[config.mk]
export PLATFORM = sky130hd
export DESIGN_NAME = sda_line_ctrl_flat
export DESIGN_NICKNAME = d
export VERILOG_FILES = /design/src/rtl/sda_line_ctrl_if.sv /design/src/rtl/sda_line_ctrl.sv /design/src/flat_wrapper.sv
export SDC_FILE = /design/constraint.sdc
export NUM_CORES = 1
export LEC_CHECK = 0
export CAP_MARGIN = 20
export CORE_UTILIZATION = 27
export CTS_CLUSTER_DIAMETER = 100
export DETAILED_ROUTE_END_ITERATION = 10
export HOLD_SLACK_MARGIN = 0.05
export PLACE_DENSITY = 0.46
export SYNTH_ARGS = -nofsm -noshare
export SYNTH_HDL_FRONTEND = slang
export SYNTH_SLANG_ARGS = --single-unit
[constraint.sdc]
create_clock -name clk -period 1.9 [get_ports clk]
set_clock_uncertainty 0.05 [all_clocks]
set_input_delay 0.285 -clock clk [delete_from_list [all_inputs] [get_ports clk]]
set_output_delay 0.285 -clock clk [all_outputs]
set_load 0.02 [all_outputs]
[src/rtl/sda_line_ctrl_if.sv]
// Command/bus bundle between the I2C controller FSM and the SDA line sequencer.
// Optional arbitration signals appear when SDA_ARB_DETECT_EN is defined.
interface sda_line_ctrl_if #(
  parameter int MODE_W = 3
);
  logic              scl_in;
  logic              tx_out;
  logic [MODE_W-1:0] sda_mode;
  logic              mode_valid;
  logic              mode_ready;
  logic              busy;
  logic              sda_out;
`ifdef SDA_ARB_DETECT_EN
  logic              sda_in;
  logic              arb_lost;

  modport master (
    output scl_in, tx_out, sda_mode, mode_valid, sda_in,
    input  mode_ready, busy, sda_out, arb_lost
  );

  modport slave (
    input  scl_in, tx_out, sda_mode, mode_valid, sda_in,
    output mode_ready, busy, sda_out, arb_lost
  );
`else
  modport master (
    output scl_in, tx_out, sda_mode, mode_valid,
    input  mode_ready, busy, sda_out
  );

  modport slave (
    input  scl_in, tx_out, sda_mode, mode_valid,
    output mode_ready, busy, sda_out
  );
`endif
endinterface

[src/rtl/sda_line_ctrl.sv]
// Sequenced SDA driver: moves SDA only in the legal SCL phase after a hold time.
// Optional multi-master arbitration-loss detection under SDA_ARB_DETECT_EN.
module sda_line_ctrl #(
  parameter int HOLD_CYCLES = 3,
  parameter int MODE_W      = 3
) (
  input  logic           clk,
  input  logic           rst,
  sda_line_ctrl_if.slave bus
);

  localparam int CNT_W = (HOLD_CYCLES < 1) ? 1 : $clog2(HOLD_CYCLES + 1);
  localparam logic [CNT_W-1:0] CNT_MAX = CNT_W'(HOLD_CYCLES);

  typedef enum logic [2:0] {
    READY,
    WAIT_LOW,
    HOLD_LOW,
    WAIT_HIGH,
    HOLD_HIGH
  } state_t;

  typedef enum logic [2:0] {
    M_IDLE    = 3'd0,
    M_LOW     = 3'd1,
    M_RELEASE = 3'd2,
    M_TX      = 3'd3,
    M_START   = 3'd4,
    M_STOP    = 3'd5
  } mode_t;

  state_t           r_state;
  mode_t            r_mode;
  logic [CNT_W-1:0] r_cnt;
  logic             r_sda;

  logic [MODE_W-1:0] w_cmd;
  mode_t             w_mode;
  logic              w_levelVal;
  logic              w_accept;

  assign w_cmd    = bus.sda_mode;
  assign w_accept = (r_state == READY) && bus.mode_valid;

  // Reserved codes and any nonzero upper bit collapse to IDLE.
  always_comb begin
    w_mode = M_IDLE;
    if ((w_cmd >> 3) == '0) begin
      case (w_cmd[2:0])
        3'd1:    w_mode = M_LOW;
        3'd2:    w_mode = M_RELEASE;
        3'd3:    w_mode = M_TX;
        3'd4:    w_mode = M_START;
        3'd5:    w_mode = M_STOP;
        default: w_mode = M_IDLE;
      endcase
    end
  end

  always_comb begin
    w_levelVal = 1'b1;
    case (r_mode)
      M_LOW:   w_levelVal = 1'b0;
      M_STOP:  w_levelVal = 1'b0;
      M_TX:    w_levelVal = bus.tx_out;
      default: w_levelVal = 1'b1;
    endcase
  end

`ifdef SDA_ARB_DETECT_EN
  logic r_arb;
  logic w_arbHit;

  assign w_arbHit = r_sda && !bus.sda_in && bus.scl_in &&
                    (((r_state == READY) && !bus.mode_valid) ||
                     (r_state == WAIT_HIGH) || (r_state == HOLD_HIGH));
  assign bus.arb_lost = r_arb;
`endif

  always_ff @(posedge clk) begin
    if (rst) begin
      r_state <= READY;
      r_mode  <= M_IDLE;
      r_cnt   <= '0;
      r_sda   <= 1'b1;
`ifdef SDA_ARB_DETECT_EN
      r_arb   <= 1'b0;
`endif
    end else begin
      case (r_state)
        READY: begin
          if (w_accept) begin
            r_mode <= w_mode;
            r_cnt  <= '0;
`ifdef SDA_ARB_DETECT_EN
            r_arb  <= 1'b0;
`endif
            if (w_mode == M_START) begin
              r_sda   <= 1'b1;
              r_state <= WAIT_HIGH;
            end else begin
              r_state <= WAIT_LOW;
            end
          end
        end
        WAIT_LOW: begin
          if (!bus.scl_in) begin
            r_state <= HOLD_LOW;
            r_cnt   <= '0;
          end
        end
        // Losing the SCL phase restarts the hold from the wait state.
        HOLD_LOW: begin
          if (bus.scl_in) begin
            r_state <= WAIT_LOW;
            r_cnt   <= '0;
          end else if (r_cnt == CNT_MAX) begin
            r_sda   <= w_levelVal;
            r_cnt   <= '0;
            r_state <= (r_mode == M_STOP) ? WAIT_HIGH : READY;
          end else begin
            r_cnt <= r_cnt + 1'b1;
          end
        end
        WAIT_HIGH: begin
          if (bus.scl_in) begin
            r_state <= HOLD_HIGH;
            r_cnt   <= '0;
          end
        end
        HOLD_HIGH: begin
          if (!bus.scl_in) begin
            r_state <= WAIT_HIGH;
            r_cnt   <= '0;
          end else if (r_cnt == CNT_MAX) begin
            r_sda   <= (r_mode == M_STOP);
            r_cnt   <= '0;
            r_state <= READY;
          end else begin
            r_cnt <= r_cnt + 1'b1;
          end
        end
        default: begin
          r_state <= READY;
          r_cnt   <= '0;
        end
      endcase
`ifdef SDA_ARB_DETECT_EN
      // Another master pulled SDA low while we released it: back off.
      if (w_arbHit) begin
        r_arb   <= 1'b1;
        r_sda   <= 1'b1;
        r_cnt   <= '0;
        r_state <= READY;
      end
`endif
    end
  end

  assign bus.mode_ready = (r_state == READY);
  assign bus.busy       = (r_state != READY);
  assign bus.sda_out    = r_sda;

endmodule

[src/flat_wrapper.sv]
// flat-port wrapper written by rule: the top's interface ports become plain ports
module sda_line_ctrl_flat 
#(
  parameter int HOLD_CYCLES = 3,
  parameter int MODE_W      = 3
)
  (clk, rst, bus_scl_in, bus_tx_out, bus_sda_mode, bus_mode_valid, bus_mode_ready, bus_busy, bus_sda_out);
  sda_line_ctrl_if #(.MODE_W(MODE_W)) bus_i ();
  input  logic clk;
  input  logic rst;
  input wire logic [$bits(bus_i.scl_in)-1:0] bus_scl_in;
  input wire logic [$bits(bus_i.tx_out)-1:0] bus_tx_out;
  input wire logic [$bits(bus_i.sda_mode)-1:0] bus_sda_mode;
  input wire logic [$bits(bus_i.mode_valid)-1:0] bus_mode_valid;
  output wire logic [$bits(bus_i.mode_ready)-1:0] bus_mode_ready;
  output wire logic [$bits(bus_i.busy)-1:0] bus_busy;
  output wire logic [$bits(bus_i.sda_out)-1:0] bus_sda_out;
  assign bus_i.scl_in = bus_scl_in;
  assign bus_i.tx_out = bus_tx_out;
  assign bus_i.sda_mode = bus_sda_mode;
  assign bus_i.mode_valid = bus_mode_valid;
  assign bus_mode_ready = bus_i.mode_ready;
  assign bus_busy = bus_i.busy;
  assign bus_sda_out = bus_i.sda_out;
  sda_line_ctrl #(.HOLD_CYCLES(HOLD_CYCLES), .MODE_W(MODE_W)) u_core (.clk(clk), .rst(rst), .bus(bus_i));
endmodule
## Yosys cells after proc, flatten, opt, wreduce, memory -nomap -nowiden

Cells that the tools add are included.

- Word-level logic and storage cells: 64
- Input port bits: 8
- Bits in registers: 9
- Output and inout port bits: 3

- Equal/unequal tests: 24
- Reduce and logical (&&, ||, !) cells: 9
- Multiplexer cells: 26
- Add/subtract/negate cells: 1

Operator list:

| kind | count |
|---|---|
| $pmux W3 S5 | 2 |
| $mux W3 | 7 |
| $mux W2 | 8 |
| $eq A3 B2 Y1 const B | 5 |
| $eq A3 B3 Y1 const B | 5 |
| $pmux W2 S5 | 1 |
| $eq A3 B1 Y1 const B | 3 |
| $ne A2 B1 Y1 const B | 4 |
| $ne A2 B2 Y1 const B | 4 |
| $reduce_and A7 Y1 | 1 |
| $mux W1 | 6 |
| $ne A3 B2 Y1 const B | 2 |
| $reduce_bool A3 Y1 | 2 |
| $reduce_and A5 Y1 | 1 |
| $logic_not A3 Y1 | 1 |
| $pmux W1 S3 | 1 |
| $reduce_and A3 Y1 | 1 |
| $add A2 B1 Y2 const B | 1 |
| $eq A2 B2 Y1 const B | 1 |
| $pmux W1 S2 | 1 |
| $reduce_and A2 Y1 | 1 |
| $reduce_or A2 Y1 | 1 |
| $logic_and A1 B1 Y1 | 1 |

## Depth between registers and ports, before layout

- Word-level depth: 6
- Depth in mapped cells: 6
- Mapped depth without buffers: 5

## Worst setup path before layout

OpenSTA, ideal clock, no wires.

- Kind: reg2reg
- Start: reg u_core.r_state[2]
- End: reg u_core.r_state[1]
- Setup slack: 436 ps
- Cell stages (with the launch flop): 6
- Clock period less this slack: 1464 ps
- Library setup time: 86 ps
- Data arrival time: 1328 ps
- Cells stage by stage: dfxtp_1 buf_6 or3_4 nor3b_2 nor2b_1 a221oi_2

- Cells in the longest elaborated chain, start to end: 4
- Elaborated cells between the ends (all ways): 13

RTL lines:

| element | RTL line | text |
|---|---|---|
| start: declaration | sda_line_ctrl.sv:32 | `state_t r_state;` |
| start signal: assignment | sda_line_ctrl.sv:120 | `r_state <= (r_mode == M_STOP) ? WAIT_HIGH : READY;` |
| $logic_not A3 Y1 | sda_line_ctrl.sv:43, sda_line_ctrl.sv:90 |  |
| $logic_and A1 B1 Y1 | sda_line_ctrl.sv:43 | `assign w_accept = (r_state == READY) && bus.mode_valid;` |
| $ne A2 B1 Y1 (no source line) | -- |  |
| $reduce_and A5 Y1 (no source line) | -- |  |

Parallel ways exist; a longest one is shown, timed or not.
A chain may end at the register's enable or synchronous reset.

## Worst setup path in the final report

- Start: reg u_core.r_state[1]
- End: out bus_busy

- Cells in the longest elaborated chain, start to end: 1

RTL lines:

| element | RTL line | text |
|---|---|---|
| $reduce_bool A3 Y1 | sda_line_ctrl.sv:161 | `assign bus.busy = (r_state != READY);` |
| end: declaration | flat_wrapper.sv:16 | `output wire logic [$bits(bus_i.busy)-1:0] bus_busy;` |

Every way passes these cells.

==> metrics.txt <==
# TYPE chip_impl_metric gauge
chip_impl_info{name="path_cells",value="or3_4, clkdlybuf4s50_1"} 1
chip_impl_metric{name="met2_wirelength",unit="um"} 674
chip_impl_metric{name="power.density_cell_area",unit="nW/um^2"} 671
chip_impl_metric{name="cts_buffers",unit=""} 3
chip_impl_metric{name="first_global_vias",unit=""} 537
chip_impl_metric{name="pre_cts_setup_slack",unit="ns"} 0.134
chip_impl_metric{name="largest_vdd_supply_drop",unit="uV"} 304
chip_impl_metric{name="finish.net_count",unit=""} 105
chip_impl_metric{name="routabilityCongestion",unit=""} 0.718
chip_impl_metric{name="n_antenna_cell",unit=""} 0
chip_impl_metric{name="clock-sinks",unit=""} 9
chip_impl_metric{name="layout.filler_cells",unit=""} 254
chip_impl_metric{name="relSlewSlack",unit=""} 0.747
chip_impl_metric{name="routed_length_per_instance",unit="um"} 11.6
chip_impl_metric{name="fp.dieArea",unit="sq um"} 2650
chip_impl_info{name="clock_tree_from_tritoncts",value="yes"} 1
chip_impl_metric{name="placedCellCount",unit=""} 119
chip_impl_metric{name="worst_path_largest_cell_delay",unit="ns"} 0.54
chip_impl_metric{name="drc",unit=""} 0
chip_impl_metric{name="placement.cell_area",unit="sq um"} 796
chip_impl_metric{name="clkTransAtPathRegs",unit="ns"} 0.06
chip_impl_metric{name="buffer_ports.inserted",unit=""} 10
chip_impl_metric{name="postSynthNetCount",unit=""} 92
chip_impl_metric{name="max_cap_viol_count",unit=""} 0
chip_impl_info{name="dr.max_layer_used",value="met4"} 1
chip_impl_metric{name="coreArea",unit="sq um"} 2250
chip_impl_metric{name="hpwlAfterDp",unit="um"} 1080
chip_impl_metric{name="die-height",unit="um"} 51.5
chip_impl_info{name="netlist_top_cells_area",value="sky130_fd_sc_hd__dfxtp_1 (27%), sky130_fd_sc_hd__a21oi_1 (6.1%), sky130_fd_sc_hd__o21ai_0 (5.3%), sky130_fd_sc_hd__nand4b_1 (4.0%), sky130_fd_sc_hd__nand2b_1 (3.8%)"} 1
chip_impl_metric{name="stdcell_count",unit=""} 123
chip_impl_metric{name="dr_wl_met3",unit="um"} 47
chip_impl_metric{name="finish.instance_area",unit="sq um"} 821
chip_impl_metric{name="synth_warnings",unit=""} 0
chip_impl_metric{name="firstDrtPassIters",unit=""} 4
chip_impl_metric{name="grt_usage",unit=""} 0.116
chip_impl_metric{name="dieWidth",unit="um"} 51.5
chip_impl_metric{name="fin_ws",unit="ns"} 0.0616
chip_impl_metric{name="synthDistinctLibCells",unit=""} 34
chip_impl_metric{name="grt_start_max_net_pins",unit=""} 20
chip_impl_metric{name="achievable-frequency",unit="MHz"} 544
chip_impl_metric{name="drive_gt1_frac",unit=""} 0.158
chip_impl_metric{name="holdWs",unit="ns"} 0.429
chip_impl_info{name="hp-class",value="register to register"} 1
chip_impl_metric{name="synth_top_area_share",unit=""} 0.273
chip_impl_metric{name="hold_buffers",unit=""} 0
chip_impl_metric{name="tightest_slew",unit="ns"} 0.379
chip_impl_info{name="critical-path-top-delay-family",value="buffers and inverters"} 1
chip_impl_metric{name="synth-edff-count",unit=""} 0
chip_impl_metric{name="cts_post_setup_buffers_inserted",unit=""} 0
chip_impl_metric{name="postLayoutCoreUtil",unit=""} 0.364
chip_impl_metric{name="async_reset_ff_frac",unit=""} 0
chip_impl_metric{name="io_pins",unit=""} 11
chip_impl_metric{name="clk_latency",unit="ns"} 0.25
chip_impl_info{name="unrepaired_setup_endpoints_after_global_routing",value="no"} 1
chip_impl_metric{name="worst-endpoint-required",unit="ns"} 1.56
chip_impl_info{name="outcome",value="finished clean"} 1
chip_impl_metric{name="setup_total_negative_slack",unit="ns"} 0
chip_impl_metric{name="p_leak",unit="nW"} 0.277
chip_impl_metric{name="worstPathArrival",unit="ns"} 1.50
chip_impl_metric{name="netlist_instances",unit=""} 83
chip_impl_metric{name="cts_buffer_depth",unit=""} 2
chip_impl_metric{name="synth.avg_cell_area",unit="sq um"} 7.96
chip_impl_metric{name="hold_viol",unit=""} 0
chip_impl_metric{name="syn2layout_area_growth",unit="%"} 24.2
chip_impl_info{name="postSynth.topFlopCell",value="sky130_fd_sc_hd__dfxtp_1"} 1
chip_impl_metric{name="cts_resized",unit=""} 1
chip_impl_metric{name="detail_route.wirelength",unit="um"} 1430
chip_impl_metric{name="period_needed",unit="ns"} 1.84
chip_impl_metric{name="start_util",unit=""} 0.293
chip_impl_metric{name="synthesis.area",unit="sq um"} 661
chip_impl_metric{name="report.power.total",unit="mW"} 0.551
chip_impl_metric{name="detail_route.iter0.violations",unit=""} 10
chip_impl_metric{name="m1WireLength",unit="um"} 696
chip_impl_metric{name="drt-vias-per-instance",unit=""} 5.09
chip_impl_metric{name="grt_first_pass_wirelength",unit="um"} 2300
chip_impl_info{name="critPathKind",value="register to primary output"} 1
chip_impl_metric{name="detailroute.via_count",unit=""} 626
chip_impl_info{name="cp_slowest_cell",value="sky130_fd_sc_hd__clkdlybuf4s50_1"} 1
chip_impl_metric{name="setup_viol",unit=""} 0
chip_impl_metric{name="h-tree-depth",unit=""} 1
chip_impl_metric{name="grt_antenna_before_repair",unit=""} 0
chip_impl_metric{name="final-seq-area",unit="sq um"} 180
chip_impl_metric{name="ffs_latches_synth",unit=""} 9
chip_impl_metric{name="slew_viol_final",unit=""} 0
chip_impl_info{name="netlist.top_cell.by_area",value="sky130_fd_sc_hd__dfxtp_1"} 1
chip_impl_metric{name="row_count",unit=""} 17
chip_impl_info{name="startpoint_type",value="register"} 1
chip_impl_metric{name="finalCritPeriodShare",unit=""} 0.968
chip_impl_metric{name="critical_path.n_buffers_inverters",unit=""} 1
chip_impl_metric{name="synth_sequential_area_ratio",unit=""} 0.273
chip_impl_metric{name="multi_input_gate_area",unit="sq um"} 428
chip_impl_info{name="clockRootBuffer",value="sky130_fd_sc_hd__clkbuf_4"} 1
chip_impl_info{name="critical_path.endpoint_type",value="primary output"} 1
chip_impl_metric{name="worst-path-max-fanout",unit=""} 3
chip_impl_metric{name="drt.antenna.violating_nets",unit=""} 0
chip_impl_metric{name="gr-total-overflow",unit=""} 0
worst register-to-register path, delay by kind of cell, from the launching register on:
| kind | cells | cell delay (ns) |
|---|---|---|
| AND/OR/NAND/NOR | 2 | 0.53 |
| flip-flops | 1 | 0.33 |
| AO/OA/AOI/OAI | 2 | 0.33 |
| buffers and inverters | 1 | 0.19 |
layout by cell type, fill, tap and decap left out, drive strengths merged, types with 4 or more instances in the layout:
cell	count
a21oi	8
buf	5
clkbuf	4
clkdlybuf4s50	9
dfxtp	9
inv	4
nand2	4
nand2b	4
nor2	4
o21ai	7
synth_stat cells (3+ instances only):
library cell / instances
sky130_fd_sc_hd__inv_1: 4
sky130_fd_sc_hd__a21oi_1: 8
sky130_fd_sc_hd__nand4b_1: 3
sky130_fd_sc_hd__nor2_1: 4
sky130_fd_sc_hd__nand2_1: 4
sky130_fd_sc_hd__o21ai_0: 7
sky130_fd_sc_hd__nor2b_1: 3
sky130_fd_sc_hd__dfxtp_1: 9
sky130_fd_sc_hd__nand2b_1: 4
sky130_fd_sc_hd__nand3b_1: 3
sky130_fd_sc_hd__buf_2: 3
power breakdown:
part	internal, mW	leakage, nW	switching (mW)	total, mW
registers	0.201	0.0733	0.00691	0.208
clock network	0.0807	0.0150	0.0631	0.144
logic	0.0939	0.189	0.105	0.199
worst paths after layout:
kind                     start          endpoint  depth (start not counted)  slack [ns]
max          u_core.r_state[1]          bus_busy                          2        0.06
min           u_core.r_mode[1]  u_core.r_mode[1]                          2        0.43
max reg2reg  u_core.r_state[1]   u_core.r_cnt[0]                          5        0.41
min reg2reg   u_core.r_mode[1]  u_core.r_mode[1]                          2        0.43
cell type report:
class,count,share of cell area
multi-input cells,63,0.521
repair buffers,15,0.166
clock buffers,4,0.0320
flip-flops and latches,9,0.220
inverters,4,0.0183
well taps,28,0.0427
state kept, by name, summed over array words and instances, names as in the netlist:
| name | flops |
|---|---|
| u_core.r_cnt | 2 |
| u_core.bus.sda_out | 1 |
| u_core.r_state | 3 |
| u_core.r_mode | 3 |
routing by layer:
metal,global-route usage,vias up
met3,0.0268,2
met5,0,-
met2,0.182,10
met4,0.0405,0
li1,-,323
met1,0.153,291
kinds of logic (layout without fill, tap and decap cells):
| logic type | Yosys count | after routing | synth area share |
|---|---|---|---|
| flip-flops | 9 | 9 | 0.273 |
| XOR/XNOR | 2 | 2 | 0.0265 |
| AO/OA/AOI/OAI | 23 | 23 | 0.220 |
| AND/OR/NAND/NOR | 35 | 35 | 0.352 |
| multiplexers | 2 | 2 | 0.0303 |
| buffers and inverters | 11 | 23 | 0.0795 |
| adder cells (fa/ha/maj) | 1 | 1 | 0.0189 |
(Power assumes the default switching activity.)
==> variant 1, RTL diff (same settings) <==
`HOLD_CYCLES` is set to 3 in 2 places; all go to 2.
--- a/src/rtl/sda_line_ctrl.sv
+++ b/src/rtl/sda_line_ctrl.sv
@@ -3,3 +3,3 @@
 module sda_line_ctrl #(
-  parameter int HOLD_CYCLES = 3,
+  parameter int HOLD_CYCLES = 2,
   parameter int MODE_W      = 3
--- a/src/flat_wrapper.sv
+++ b/src/flat_wrapper.sv
@@ -3,3 +3,3 @@
 #(
-  parameter int HOLD_CYCLES = 3,
+  parameter int HOLD_CYCLES = 2,
   parameter int MODE_W      = 3
Check against the original RTL: not equivalent (Yosys sat finds a counterexample within 10 cycles, from zero or initial values and one cycle with rst high).
==> variant 1 against the unedited design <==
Final cell count fell by 6.5%; sequential cell count unchanged; worst setup slack better by 0.14 ns; critical endpoint is now bus_mode_ready; utilization is 1.3 points higher; design area down 7.2%; routed wire length fell by 9.4%; area after synthesis down 8.7%.
Power is not compared: it rests on default switching activity, and its combinational part moved more than twofold at a synthesized area within 25%.
==> variant 1: results (changes against the unedited design) <==
- R2R setup slack: 0.35 ns (-0.06 ns)
- Synth Area in Compound Gates: 18.88% (-3.1 points)
- First-pass GRT wire length: 2049 µm (-11%)
- Reg2reg start: u_core.r_state[0]$_SDFFE_PP0P_
- Post-synthesis mux area share: 4.979% (+1.9 points)
- GRT Total Usage: 11.30% (-0.27 points)
- WP data arrival: 1.36 ns (-0.14 ns)
- Slowest cell delay on critical path: 0.40 ns (-0.14 ns)
- Placed cell count: 111 (-6.7%)
- Largest delay share family, worst path: simple AND/OR/NAND/NOR gates
- Synthesized instance count: 75 (-9.6%)
- Fin crit period: 1.697 ns (-0.1415 ns)
- Layout cells sized above 1: 11.36% (-4.4 points)
- CP max stage cell: or3_1
- Hold WS: 0.4353 ns (+0.005763 ns)
- Top cells by area, synth: dfxtp_1 30%, nand2b_1 5.2%, mux2i_1 5.0%
- Sequential area share after synthesis: 29.88% (+2.6 points)
- Status: finished clean
- XOR/XNOR share of the synthesized area: 2.905% (+0.25 points)
- Synth cell count leaders: 9 x dfxtp_1, 6 x nand2_1, 6 x nor2_1
- Vias in the first global route: 452 (-16%)
- Drt wl/cell: 11.26 µm (-3.1%)
- Slew HR: 68.05% (-6.6 points)
- Hpwl dp: 953.4 µm (-12%)
- Post-synthesis net count: 83 (-9.8%)
- Distinct cell type count after synthesis: 35 (+2.9%)
variant 1: final cells by class:
type                       count  area [µm²]
multi-input combinational     58       379.1
sequential                     9       180.2
clock buffer                   4       26.28
inverter                       3       11.26
tap                           27       33.78
fill                         231        1260
timing repair buffer          14       131.4
variant 1: routing by layer:
layer  vias to the layer above  routed length (µm)  GRT usage [%]
li1                        293                   -              -
met1                       246                 659          15.14
met2                        10                 558          15.53
met3                         0                  77          5.919
met4                         0                   0          2.941
met5                         -                   0              0
variant 1: logic make-up after synthesis:
logic type / Yosys count
and+or+nand+nor: 36
AOI/OAI and AO/OA: 17
DFF: 9
buffers and inverters: 8
muxes: 3
xor gates and xnor gates: 2
variant 1: what timing repair did:
action | CTS | global route
endpoints found under the setup margin | 1 | 1
hold buffers | 0 | 0
resized for setup | 1 | 1
variant 1: report_power, final:
group / switching [mW] / internal (mW)
clock: 0.0668 / 0.0809
combinational: 0.225 / 0.195
sequential: 0.0154 / 0.219
total: 0.308 / 0.495
==> variant 2, RTL diff (config.mk and constraints unchanged) <==
Made on the original files. The 6 values of `mode_t` get a Gray code encoding in 3 bits.
--- a/src/rtl/sda_line_ctrl.sv
+++ b/src/rtl/sda_line_ctrl.sv
@@ -23,8 +23,8 @@
   typedef enum logic [2:0] {
-    M_IDLE    = 3'd0,
-    M_LOW     = 3'd1,
-    M_RELEASE = 3'd2,
-    M_TX      = 3'd3,
-    M_START   = 3'd4,
-    M_STOP    = 3'd5
+    M_IDLE    = 3'b000,
+    M_LOW     = 3'b001,
+    M_RELEASE = 3'b011,
+    M_TX      = 3'b010,
+    M_START   = 3'b110,
+    M_STOP    = 3'b111
   } mode_t;
Check against the original RTL: no difference found for any inputs over 10 cycles, from zero or initial values and one cycle with rst high; not proved beyond that.
==> variant 2 against the unedited design <==
Worst setup slack got worse by 0.0017 ns; power rose by 2.6%; sequential cell count did not move; largest power group unchanged; via count fell by 3.2%; synthesized cell count fell by 3.6%; fmax barely moved; design area fell by 0.61%; area after synthesis fell by 5.9%; routed wire length fell by 0.21%; register-to-register slack got worse by 0.17 ns.
==> variant 2: results (changes against the unedited design) <==
- Sequential area share after synthesis: 28.97% (+1.7 points)
- Synth cell count leaders: 13 x nor2_1, 9 x dfxtp_1, 7 x a21oi_1
- Layout cells sized above 1: 16.67% (+0.88 points)
- PwrDens: 692.8 nW/µm² (+3.3%)
- Routed wl met2: 580 µm (-14%)
- Worst r2r dst: u_core.r_state[0]$_SDFFE_PP0P_
- Post-synthesis net count: 89 (-3.3%)
- Hold WS: 0.4264 ns (-0.003076 ns)
- Vias in the first global route: 539 (+0.37%)
- DR vias/cell: 4.887 (-4.0%)
- XOR/XNOR share of the synthesized area: 2.817% (+0.17 points)
- Clk tree area frac: 3.221% (+0.020 points)
- Placed instance area: 790.8 µm² (-0.63%)
- Post-synthesis mux area share: 3.219% (+0.19 points)
- Signal buffers share of area: 19.48% (+2.9 points)
- R2R setup slack: 0.24 ns (-0.17 ns)
- GPL Wtd Cong: 0.8749 (+22%)
- Bufs w/o clock: 18 (+3)
- Min-Delay Startpoint: u_core.bus.sda_out$_SDFFE_PP1P_
- Die W: 49.99 µm (-2.9%)
- Slew HR: 72.95% (-1.7 points)
- Non-clock inverter count: 2 (-2)
- DRT met1 WL: 763 µm (+9.6%)
- Status: finished clean
- Top cells by area, synth: dfxtp_1 29%, nor2_1 7.8%, a21oi_1 5.6%
- Fin cells: 124 (+0.81%)
- Hpwl dp: 1083 µm (about the same)
- Synthesized instance count: 80 (-3.6%)
- Peak VDD IR: 0.2408 mV (-21%)
- Hold endpoint: u_core.bus.sda_out$_SDFFE_PP1P_
- Fin crit share: 96.85% (about the same)
- Nets: 106 (+0.95%)
- Adder-cell share of the synthesized area: 2.012% (+0.12 points)
- Hold Crit Depth: 1 (-1)
- Drt total wl: 1427 µm (-0.21%)
- Fraction of area in multi-input gates: 49.85% (-2.3 points)
- Reg2reg start: u_core.r_cnt[0]$_SDFFE_PP0P_
- Starting DRC count in detailed routing: 5 (-5)
- R2R depth: 6 (+1)
- Leakage power: 0.3259 nW (+17%)
- Synth Area in Compound Gates: 25.55% (+3.6 points)
variant 2: cell types whose count changed after synthesis, sizes merged, moves of 2 or more:
cell	before	now
o21ai	7	2
nor2	4	13
nand4b	3	0
inv	4	1
nand2b	4	1
nor3	3	1
or3b	2	0
o211ai	2	0
a22oi	0	2
variant 2: where the power goes:
| group | total [mW] | switching (mW) | internal [mW] |
|---|---|---|---|
| clock network | 0.151 | 0.0700 | 0.0812 |
| registers | 0.218 | 0.0137 | 0.204 |
| logic | 0.196 | 0.0996 | 0.0968 |
variant 2: worst register-to-register path: stages, from the launching register on:
cell	delay, ns
dfxtp_1	0.32
ha_1	0.23
nor4b_1	0.37
nand2_1	0.11
o211a_1	0.14
a221oi_1	0.25
nor2_1	0.06
variant 2: layer usage:
layer | global-route usage [%] | vias up
li1 | - | 321
met1 | 18.67 | 270
met2 | 17.33 | 11
met3 | 2.160 | 4
met4 | 8.571 | 0
met5 | 0 | -
